## config.mk

```make
export PLATFORM = sky130hd
export DESIGN_NAME = pixel_stream_filter
export DESIGN_NICKNAME = d
export VERILOG_FILES = /design/src/rtl/pixel_stream_filter.sv
export SDC_FILE = /design/constraint.sdc
export NUM_CORES = 2
export LEC_CHECK = 0
export CAP_MARGIN = 20
export CORE_MARGIN = 8
export CORE_UTILIZATION = 30
export DETAILED_ROUTE_END_ITERATION = 10
export PLACE_DENSITY_LB_ADDON = 0.2
export SLEW_MARGIN = 30
export SYNTH_ARGS = -nofsm -noshare
export SYNTH_HDL_FRONTEND = slang
export SYNTH_SLANG_ARGS = --single-unit
```

## constraint.sdc

```tcl
create_clock -name clk -period 13.4 [get_ports clk]
set_input_delay 1.34 -clock clk [delete_from_list [all_inputs] [get_ports clk]]
set_output_delay 1.34 -clock clk [all_outputs]
set_load 0.005 [all_outputs]
```

## src/rtl/pixel_stream_filter.sv

```systemverilog
// Streaming pixel filter: pass, invert, signed 3x3 convolution or threshold,
// with valid/ready backpressure, per-frame config latching and end-of-frame marking.
module pixel_stream_filter #(
    parameter int PIX_W  = 8,
    parameter int COEF_W = 8,
    parameter int IMG_W  = 32,
    parameter int IMG_H  = 32
) (
    input  logic                  clk,
    input  logic                  rstn,
    input  logic [1:0]            mode,
    input  logic [9*COEF_W-1:0]   kernel,
    input  logic [3:0]            norm_shift,
    input  logic [PIX_W-1:0]      thresh,
    input  logic                  s_valid,
    input  logic [PIX_W-1:0]      s_data,
    output logic                  s_ready,
    output logic                  m_valid,
    output logic [PIX_W-1:0]      m_data,
    output logic                  m_last,
    input  logic                  m_ready,
    output logic                  busy
);
    localparam int SUM_W = PIX_W + COEF_W + 5;
    localparam int CW    = $clog2(IMG_W);
    localparam int RW    = $clog2(IMG_H);

    // raster position of the next pixel to be accepted
    logic [CW-1:0]          r_col;
    logic [RW-1:0]          r_row;

    // configuration held for the current frame
    logic [1:0]             r_mode;
    logic [9*COEF_W-1:0]    r_kernel;
    logic [3:0]             r_shift;
    logic [PIX_W-1:0]       r_thresh;

    // stage 1: raw pixel / convolution sum plus the config needed to finish it
    logic                   r_s1_valid;
    logic                   r_s1_last;
    logic [1:0]             r_s1_mode;
    logic [PIX_W-1:0]       r_s1_pix;
    logic [PIX_W-1:0]       r_s1_thresh;
    logic [3:0]             r_s1_shift;
    logic signed [SUM_W-1:0] r_s1_sum;

    // two previous lines and the two previous columns of the 3x3 window
    logic [PIX_W-1:0]       r_lb0 [IMG_W];   // line r-1
    logic [PIX_W-1:0]       r_lb1 [IMG_W];   // line r-2
    logic [PIX_W-1:0]       r_win [3][2];    // [row][col], col 0 = oldest

    logic                   w_accept;
    logic                   w_s2_adv;
    logic                   w_first;
    logic                   w_col_last;
    logic                   w_row_last;
    logic                   w_produce;
    logic                   w_last;
    logic [1:0]             w_mode;
    logic [9*COEF_W-1:0]    w_kernel;
    logic [3:0]             w_shift;
    logic [PIX_W-1:0]       w_thresh;
    logic [PIX_W-1:0]       w_col_new [3];
    logic signed [SUM_W-1:0] w_prod [9];
    logic signed [SUM_W-1:0] w_sum;
    logic signed [SUM_W-1:0] w_shifted;
    logic [PIX_W-1:0]       w_sat;
    logic [PIX_W-1:0]       w_out;

    assign w_s2_adv   = !m_valid || m_ready;
    assign s_ready    = !r_s1_valid || w_s2_adv;
    assign w_accept   = s_valid && s_ready;
    assign busy       = (r_col != '0) || (r_row != '0);
    assign w_first    = (r_col == '0) && (r_row == '0);
    assign w_col_last = (r_col == CW'(IMG_W - 1));
    assign w_row_last = (r_row == RW'(IMG_H - 1));
    assign w_last     = w_col_last && w_row_last;

    // pixel (0,0) already uses the incoming config; the rest of the frame uses the latched copy
    assign w_mode     = w_first ? mode       : r_mode;
    assign w_kernel   = w_first ? kernel     : r_kernel;
    assign w_shift    = w_first ? norm_shift : r_shift;
    assign w_thresh   = w_first ? thresh     : r_thresh;

    // convolution emits only once a full window lies inside the current frame
    assign w_produce  = (w_mode != 2'b10) || ((r_row >= RW'(2)) && (r_col >= CW'(2)));

    // newest window column: top from line r-2, middle from line r-1, bottom is the live pixel
    assign w_col_new[0] = r_lb1[r_col];
    assign w_col_new[1] = r_lb0[r_col];
    assign w_col_new[2] = s_data;

    genvar gi;
    generate
        for (gi = 0; gi < 9; gi++) begin : g_tap
            localparam int WR = gi / 3;
            localparam int WC = gi % 3;
            logic [PIX_W-1:0]  w_pix;
            logic [COEF_W-1:0] w_coef;
            if (WC == 2) begin : g_new
                assign w_pix = w_col_new[WR];
            end else begin : g_reg
                assign w_pix = r_win[WR][WC];
            end
            assign w_coef     = w_kernel[gi*COEF_W +: COEF_W];
            assign w_prod[gi] = $signed({{(SUM_W-PIX_W){1'b0}}, w_pix})
                              * $signed({{(SUM_W-COEF_W){w_coef[COEF_W-1]}}, w_coef});
        end
    endgenerate

    // sum of the nine products; the width leaves headroom so it cannot overflow
    always_comb begin
        w_sum = '0;
        for (int k = 0; k < 9; k++) begin
            w_sum = w_sum + w_prod[k];
        end
    end

    // normalise and clamp the stage-1 sum, then pick the result for the frame's mode
    always_comb begin
        w_shifted = r_s1_sum >>> r_s1_shift;
        w_sat     = w_shifted[PIX_W-1:0];
        if (w_shifted[SUM_W-1]) begin
            w_sat = '0;
        end else if (|w_shifted[SUM_W-2:PIX_W]) begin
            w_sat = '1;
        end
        case (r_s1_mode)
            2'b00:   w_out = r_s1_pix;
            2'b01:   w_out = ~r_s1_pix;
            2'b10:   w_out = w_sat;
            default: w_out = (r_s1_pix >= r_s1_thresh) ? '1 : '0;
        endcase
    end

    // raster counters and frame-aligned config capture
    always_ff @(posedge clk or negedge rstn) begin
        if (!rstn) begin
            r_col    <= '0;
            r_row    <= '0;
            r_mode   <= '0;
            r_kernel <= '0;
            r_shift  <= '0;
            r_thresh <= '0;
        end else if (w_accept) begin
            if (w_first) begin
                r_mode   <= mode;
                r_kernel <= kernel;
                r_shift  <= norm_shift;
                r_thresh <= thresh;
            end
            if (w_col_last) begin
                r_col <= '0;
                r_row <= w_row_last ? '0 : r_row + RW'(1);
            end else begin
                r_col <= r_col + CW'(1);
            end
        end
    end

    // line buffers and window columns; contents need no reset because windows never span frames
    always_ff @(posedge clk) begin
        if (w_accept) begin
            r_lb1[r_col] <= r_lb0[r_col];
            r_lb0[r_col] <= s_data;
            for (int r = 0; r < 3; r++) begin
                r_win[r][0] <= r_win[r][1];
                r_win[r][1] <= w_col_new[r];
            end
        end
    end

    // stage 1: loads whenever it can move on; beats that produce no output leave it empty
    always_ff @(posedge clk or negedge rstn) begin
        if (!rstn) begin
            r_s1_valid  <= 1'b0;
            r_s1_last   <= 1'b0;
            r_s1_mode   <= '0;
            r_s1_pix    <= '0;
            r_s1_thresh <= '0;
            r_s1_shift  <= '0;
            r_s1_sum    <= '0;
        end else if (s_ready) begin
            r_s1_valid <= w_accept && w_produce;
            if (w_accept) begin
                r_s1_last   <= w_last;
                r_s1_mode   <= w_mode;
                r_s1_pix    <= s_data;
                r_s1_thresh <= w_thresh;
                r_s1_shift  <= w_shift;
                r_s1_sum    <= w_sum;
            end
        end
    end

    // stage 2: output register, frozen while the consumer stalls
    always_ff @(posedge clk or negedge rstn) begin
        if (!rstn) begin
            m_valid <= 1'b0;
            m_data  <= '0;
            m_last  <= 1'b0;
        end else if (w_s2_adv) begin
            m_valid <= r_s1_valid;
            m_last  <= r_s1_valid && r_s1_last;
            if (r_s1_valid) begin
                m_data <= w_out;
            end
        end
    end
endmodule

```

# Yosys cells after proc, flatten, opt, wreduce, memory -nomap -nowiden
# Memories as Yosys holds them, arrays and structs flattened.
# Index checks and enable logic that the tools add are counted.
# op_classes
n_mul,9
bitwise_logic,1
addsub,10
muxes,12
shifts,1
magnitude_cmp,3
n_reduce_logical,21
n_eq_ne,5
# op_table
cell,count
multiplier 9 x 8 -> 17 bit,9
adder 21 x 17 -> 21 bit,4
two-way mux 72 bit,1
two-way mux 8 bit,4
case mux 8 bit (3 select lines),1
adder 20 x 17 -> 21 bit,1
>>> shifter 21 x 4 -> 21 bit,1
adder 19 x 17 -> 20 bit,1
adder 18 x 17 -> 19 bit,1
adder 17 x 17 -> 18 bit,1
OR reduction 12 bit,1
adder 5 x 1 -> 5 bit (second input constant),2
== test 5 bit (second input constant),2
>= comparator 5 x 2 -> 1 bit (second input constant),2
zero test 5 bit,2
two-way mux 5 bit,2
nonzero test 5 bit,2
>= comparator 8 bit,1
NOT 8 bit,1
logical AND 1 bit,6
AND reduction 2 bit,3
logical OR 1 bit,4
two-way mux 4 bit,1
== test 2 x 1 -> 1 bit (second input constant),1
other kinds (6),8
# word_totals
wordCells,81
ramBits,560
ff_bits,151
mem_count,3
inputBits,98
out_inout_bits,12
# memory_table
name,words,width,rd,rd_clocked_by_memory_dff,wr,line,rtl
r_lb0,32,8,1,0,1,48,logic [PIX_W-1:0] r_lb0 [IMG_W];
r_lb1,32,8,1,0,1,49,logic [PIX_W-1:0] r_lb1 [IMG_W];
r_win,3,16,3,0,3,50,logic [PIX_W-1:0] r_win [3][2];

# Longest topological paths before layout
# logic_depth
depth_word,12
depth_mapped,40
mapped_depth_nobuf,33

# Least setup slack after synthesis
# OpenSTA, ideal clock, no wires.
# synth_timing
kind,flip-flop to flip-flop
startpoint,register r_col[0]
endpoint,register r_s1_sum[18]
arrival_time_ns,9.589
n_path_buf,7
setup_slack_ns,3.677
synth_period_minus_slack_ns,9.723
setup_time_ns,0.134
required_ns,13.266
path_stages_with_launch,38
path_cell_list,dfrtp_1 -> buf_6 -> buf_12 -> buf_12 -> buf_6 -> buf_4 -> inv_1 -> ha_1 -> nand3_1 -> nor2_1 -> buf_2 -> buf_2 -> mux2i_1 -> nor2_1 -> fa_1 -> inv_1 -> fa_1 -> inv_1 -> [2 not listed] -> fa_1 -> inv_1 -> fa_1 -> fa_1 -> fa_1 -> inv_1 -> fa_1 -> fa_1 -> inv_1 -> fa_1 -> ha_1 -> a21o_1 -> a221oi_1 -> o221ai_1 -> o21ai_0 -> a211oi_1 -> a31oi_1 -> o22ai_1
# synth_via
elab_chain_len,12
elab_cells_between_ends,22
cone_classes,add/sub (8); mul (9); mux (1); reduce/logical (2); memory (2)
# synth_rtl
item,line,rtl
from (decl),29,logic [CW-1:0] r_col;
from (signal assigned),156,r_col <= r_col + CW'(1);
zero test 5 bit,74,assign w_first = (r_col == '0) && (r_row == '0);
logical AND 1 bit,74,
two-way mux 72 bit,-,
multiplier 9 x 8 -> 17 bit,107,"* $signed({{(SUM_W-COEF_W){w_coef[COEF_W-1]}}, w_coef});"
adder 17 x 17 -> 18 bit,115,w_sum = w_sum + w_prod[k];
adder 18 x 17 -> 19 bit,115,
adder 19 x 17 -> 20 bit,115,
adder 20 x 17 -> 21 bit,115,
adder 21 x 17 -> 21 bit (3 in series),115,
adder 21 x 17 -> 21 bit *,115,
to (signal assigned),191,r_s1_sum <= w_sum;
to (decl),45,logic signed [SUM_W-1:0] r_s1_sum;
# Mark *: on every way between the ends. The rest lies on a longest branch, timed or not.
# A chain may end at the register's enable or synchronous reset.

# Final worst setup path
# layout_timing
startpoint,register r_col[1]
endpoint,register r_s1_sum[20]
# layout_via
elab_cells_between_ends,22
cone_classes,add/sub (8); mul (9); mux (1); reduce/logical (2); memory (2)
# layout_rtl
item,line,rtl
memory (32 x 8 bit),-,
net g_tap[5].w_pix[0],98,logic [PIX_W-1:0] w_pix;
multiplier 9 x 8 -> 17 bit,107,
adder 21 x 17 -> 21 bit (4 in series),115,
# The timed path passes the listed nets, and every way through them passes these cells.

==> impl_metrics.yaml <==
cts:
  cts.htree.levels: 3
  hold_buffers: 0
  clk_latency_ps: 720
  clk_path_buf_depth: 3
  cts_root_buf: "clkbuf_16"
  cts_tree: "built"
  post_cts_buffers: 0
  cts_buffers: 83
  clock-sinks: 697
  ctsResizeCount: 0
  path_clk_slew_ps: 60
logic_synthesis:
  yosysMostFrequentCell: "inv_1"
  synthTopCellsByArea: "edfxtp_1 (34%), fa_1 (23%), ha_1 (7.9%)"
  syn_area_um2: 50100
  synth_cell_types: 67
  yosys.area.top_type: "edfxtp_1"
  ys_seq_elements: 697
  synth_common_cells: "inv_1 (812), fa_1 (577), edfxtp_1 (560), ha_1 (316), nand2_1 (242)"
  synth_edf_count: 560
  async_reset_ff_frac: 0.197
  synth_top_cell_area_share: 0.335
  synth_cells: 3882
  syn_area_per_cell_um2: 12.9
  ys_seq_area_frac: 0.404
  ys_warn_count: 0
  syn_nets: 4873
  synth_flop_cell: "edfxtp_1"
die:
  initial_core_util: 0.301
  core_area_um2: 167000
  num_rows: 150
  die_x_um: 425
  fp.dieH_um: 425
  ios: 110
  dieArea_um2: 180000
route:
  totalWireLength_mm: 145
  postRouteAntennaNets: 0
  drt_iter0_drc: 1867
  via_count: 29137
  first_pass_iters: 5
  routedWlPerCell_um: 22.9
  vias_per_cell: 4.61
  drc: 0
sta:
  min_period_over_period: 0.814
  slew_headroom: 0.344
  holdWs_ps: 486
  fmax_mhz: 91.6
  setup_viol: 0
  rsz0062_at_grt: "no"
  tns_ps: 0
  clock_skew_ps: 62.9
  post-route-min-period_ps: 10910
  tightest_slew_ps: 956
  hold_viol: 0
  slew_violations: 0
  layout_setup_ws_ps: 2490
pwr:
  power.internal_mw: 5.96
  seq_power_share: 0.303
  ir_drop_uv: 202
  power_frac_clock: 0.226
  p_switching_mw: 4.25
  leakagePower_nw: 24.3
  swShare: 0.417
  power.density_nw_per_um2: 180
  p_comb_frac: 0.471
place:
  gp_congestion: 0.856
  place_ws_ps: 2470
  hpwlAfterDp_mm: 110
  port_buffers: 109
critical_path:
  timing.critical_path.from: "r_col[1]$_DFFE_PN0P_"
  slowest_stage: "dfrtp_4"
  critPathLaunchType: "flip-flop"
  required_ps: 13940
  cp-end-kind: "flip-flop"
  worst_path_most_repeated_cell: "fa_1"
  path_max_fanout: 47
  r2r-start: "r_col[1]$_DFFE_PN0P_"
  path_class: "reg -> reg"
  slowest_delay_ps: 780
  arrival_ps: 11460
grt:
  grt_max_degree: 74
  grt_use_total: 0.161
  antenna_found_initial: 9
  grt_pass1_vias: 31870
  grt_overflow: 0
  grt_pass1_wl_mm: 216
finish:
  drive_gt1_frac: 0.123
  area_growth_pct: 13.3
  fin_nets: 5042
flow_run:
  drv_cap: 0
worst_hold_path:
  hold_path.class: "reg -> reg"
  hold_start: "r_s1_sum[1]$_DFFE_PN0P_"
status:
  status: "finished, final reports clean"
[critical path: cells and delay by family, from the launching register on]
kind,cells,cell delay (ps)
XOR/XNOR,1,180
AND/OR/NAND/NOR,3,900
AO/OA/AOI/OAI,8,1980
adder cells (fa/ha/maj),11,4750
flip-flops,1,780
multiplexers,1,420
buffers and inverters,8,1630
[path summary, 6_finish.rpt]
| kind | end | slack, ps | cells past startpoint |
|---|---|---|---|
| setup / recovery | r_s1_sum[20]$_DFFE_PN0P_ | 2490 | 32 |
| hold / removal | r_s1_sum[1]$_DFFE_PN0P_ | 490 | 2 |
| setup reg to reg | r_s1_sum[20]$_DFFE_PN0P_ | 2490 | 32 |
| hold reg to reg | r_s1_sum[1]$_DFFE_PN0P_ | 490 | 2 |
| max in group asynchronous | r_col[0]$_DFFE_PN0P_ | 11580 | 2 |
| min in group asynchronous | m_data[1]$_DFFE_PN0P_ | 580 | 1 |
[through the flow]
stage	util	power, mW	instances	cell area (um^2)
2_1_floorplan	-	6.25	3882	50100
3_3_place_gp	0.324	8.02	6170	54000
3_5_place_dp	0.324	8.04	6170	54000
4_1_cts	0.341	10.4	6321	56800
5_1_grt	0.341	10.9	6322	56800
6_report	0.341	10.2	6326	56800
[state kept, by name, indices dropped and copies added (netlist names), 5 cells and up, named ones only]
| name | count |
|---|---|
| m_data | 8 |
| r_win | 48 |
| r_s1_pix | 8 |
| r_col | 5 |
| r_s1_sum | 21 |
| r_lb1 | 256 |
| r_row | 5 |
| r_lb0 | 256 |
| r_kernel | 72 |
[layout make-up]
| class | count | area (um^2) |
|---|---|---|
| Multi-Input combinational cell | 2257 | 26200 |
| Inverter | 825 | 3100 |
| Fill cell | 16554 | 110000 |
| Sequential cell | 697 | 20300 |
| Clock buffer | 101 | 2160 |
| Timing Repair Buffer | 187 | 1660 |
| Antenna cell | 5 | 12.5 |
| Tap cell | 2204 | 2760 |
| Clock inverter | 50 | 603 |
[routing by layer]
| layer | vias up | wire, um | global-route usage |
|---|---|---|---|
| met5 | - | 0 | 0 |
| li1 | 13035 | - | - |
| met4 | 0 | 2620 | 0.0317 |
| met3 | 129 | 6030 | 0.0221 |
| met1 | 15413 | 61100 | 0.209 |
| met2 | 560 | 75100 | 0.289 |
[power groups by stage]
stage / Sequential [mW] / Combinational, mW / Clock [mW]
after floorplan: 2.99 / 3.25 / 0
after global placement: 3.15 / 4.88 / 0
after detailed placement: 3.15 / 4.90 / 0
after CTS: 3.10 / 4.91 / 2.37
after global routing: 3.13 / 5.36 / 2.45
final: 3.10 / 4.81 / 2.30
[cell families after synthesis]
| logic type | share of synthesized area |
|---|---|
| compound gates | 0.0257 |
| xor+xnor | 0.00507 |
| flops | 0.404 |
| fa+ha+maj | 0.309 |
| mux | 0.0999 |
| buf+inv | 0.0740 |
| simple gates | 0.0824 |
[placed cells by master, fill, tap and decap left out, types with 76 or more instances in the layout]
cell type        instances
nand2_1                241
nor2_1                 197
inv_1                  810
nor2b_1                154
fa_1                   577
ha_1                   316
edfxtp_1               560
clkbuf_16               83
mux2_2                 114
buf_4                   76
clkdlybuf4s50_1        100
mux4_2                 125
dfrtp_1                134
and2_1                 113
No activity file was read; power rests on OpenSTA's default activity.
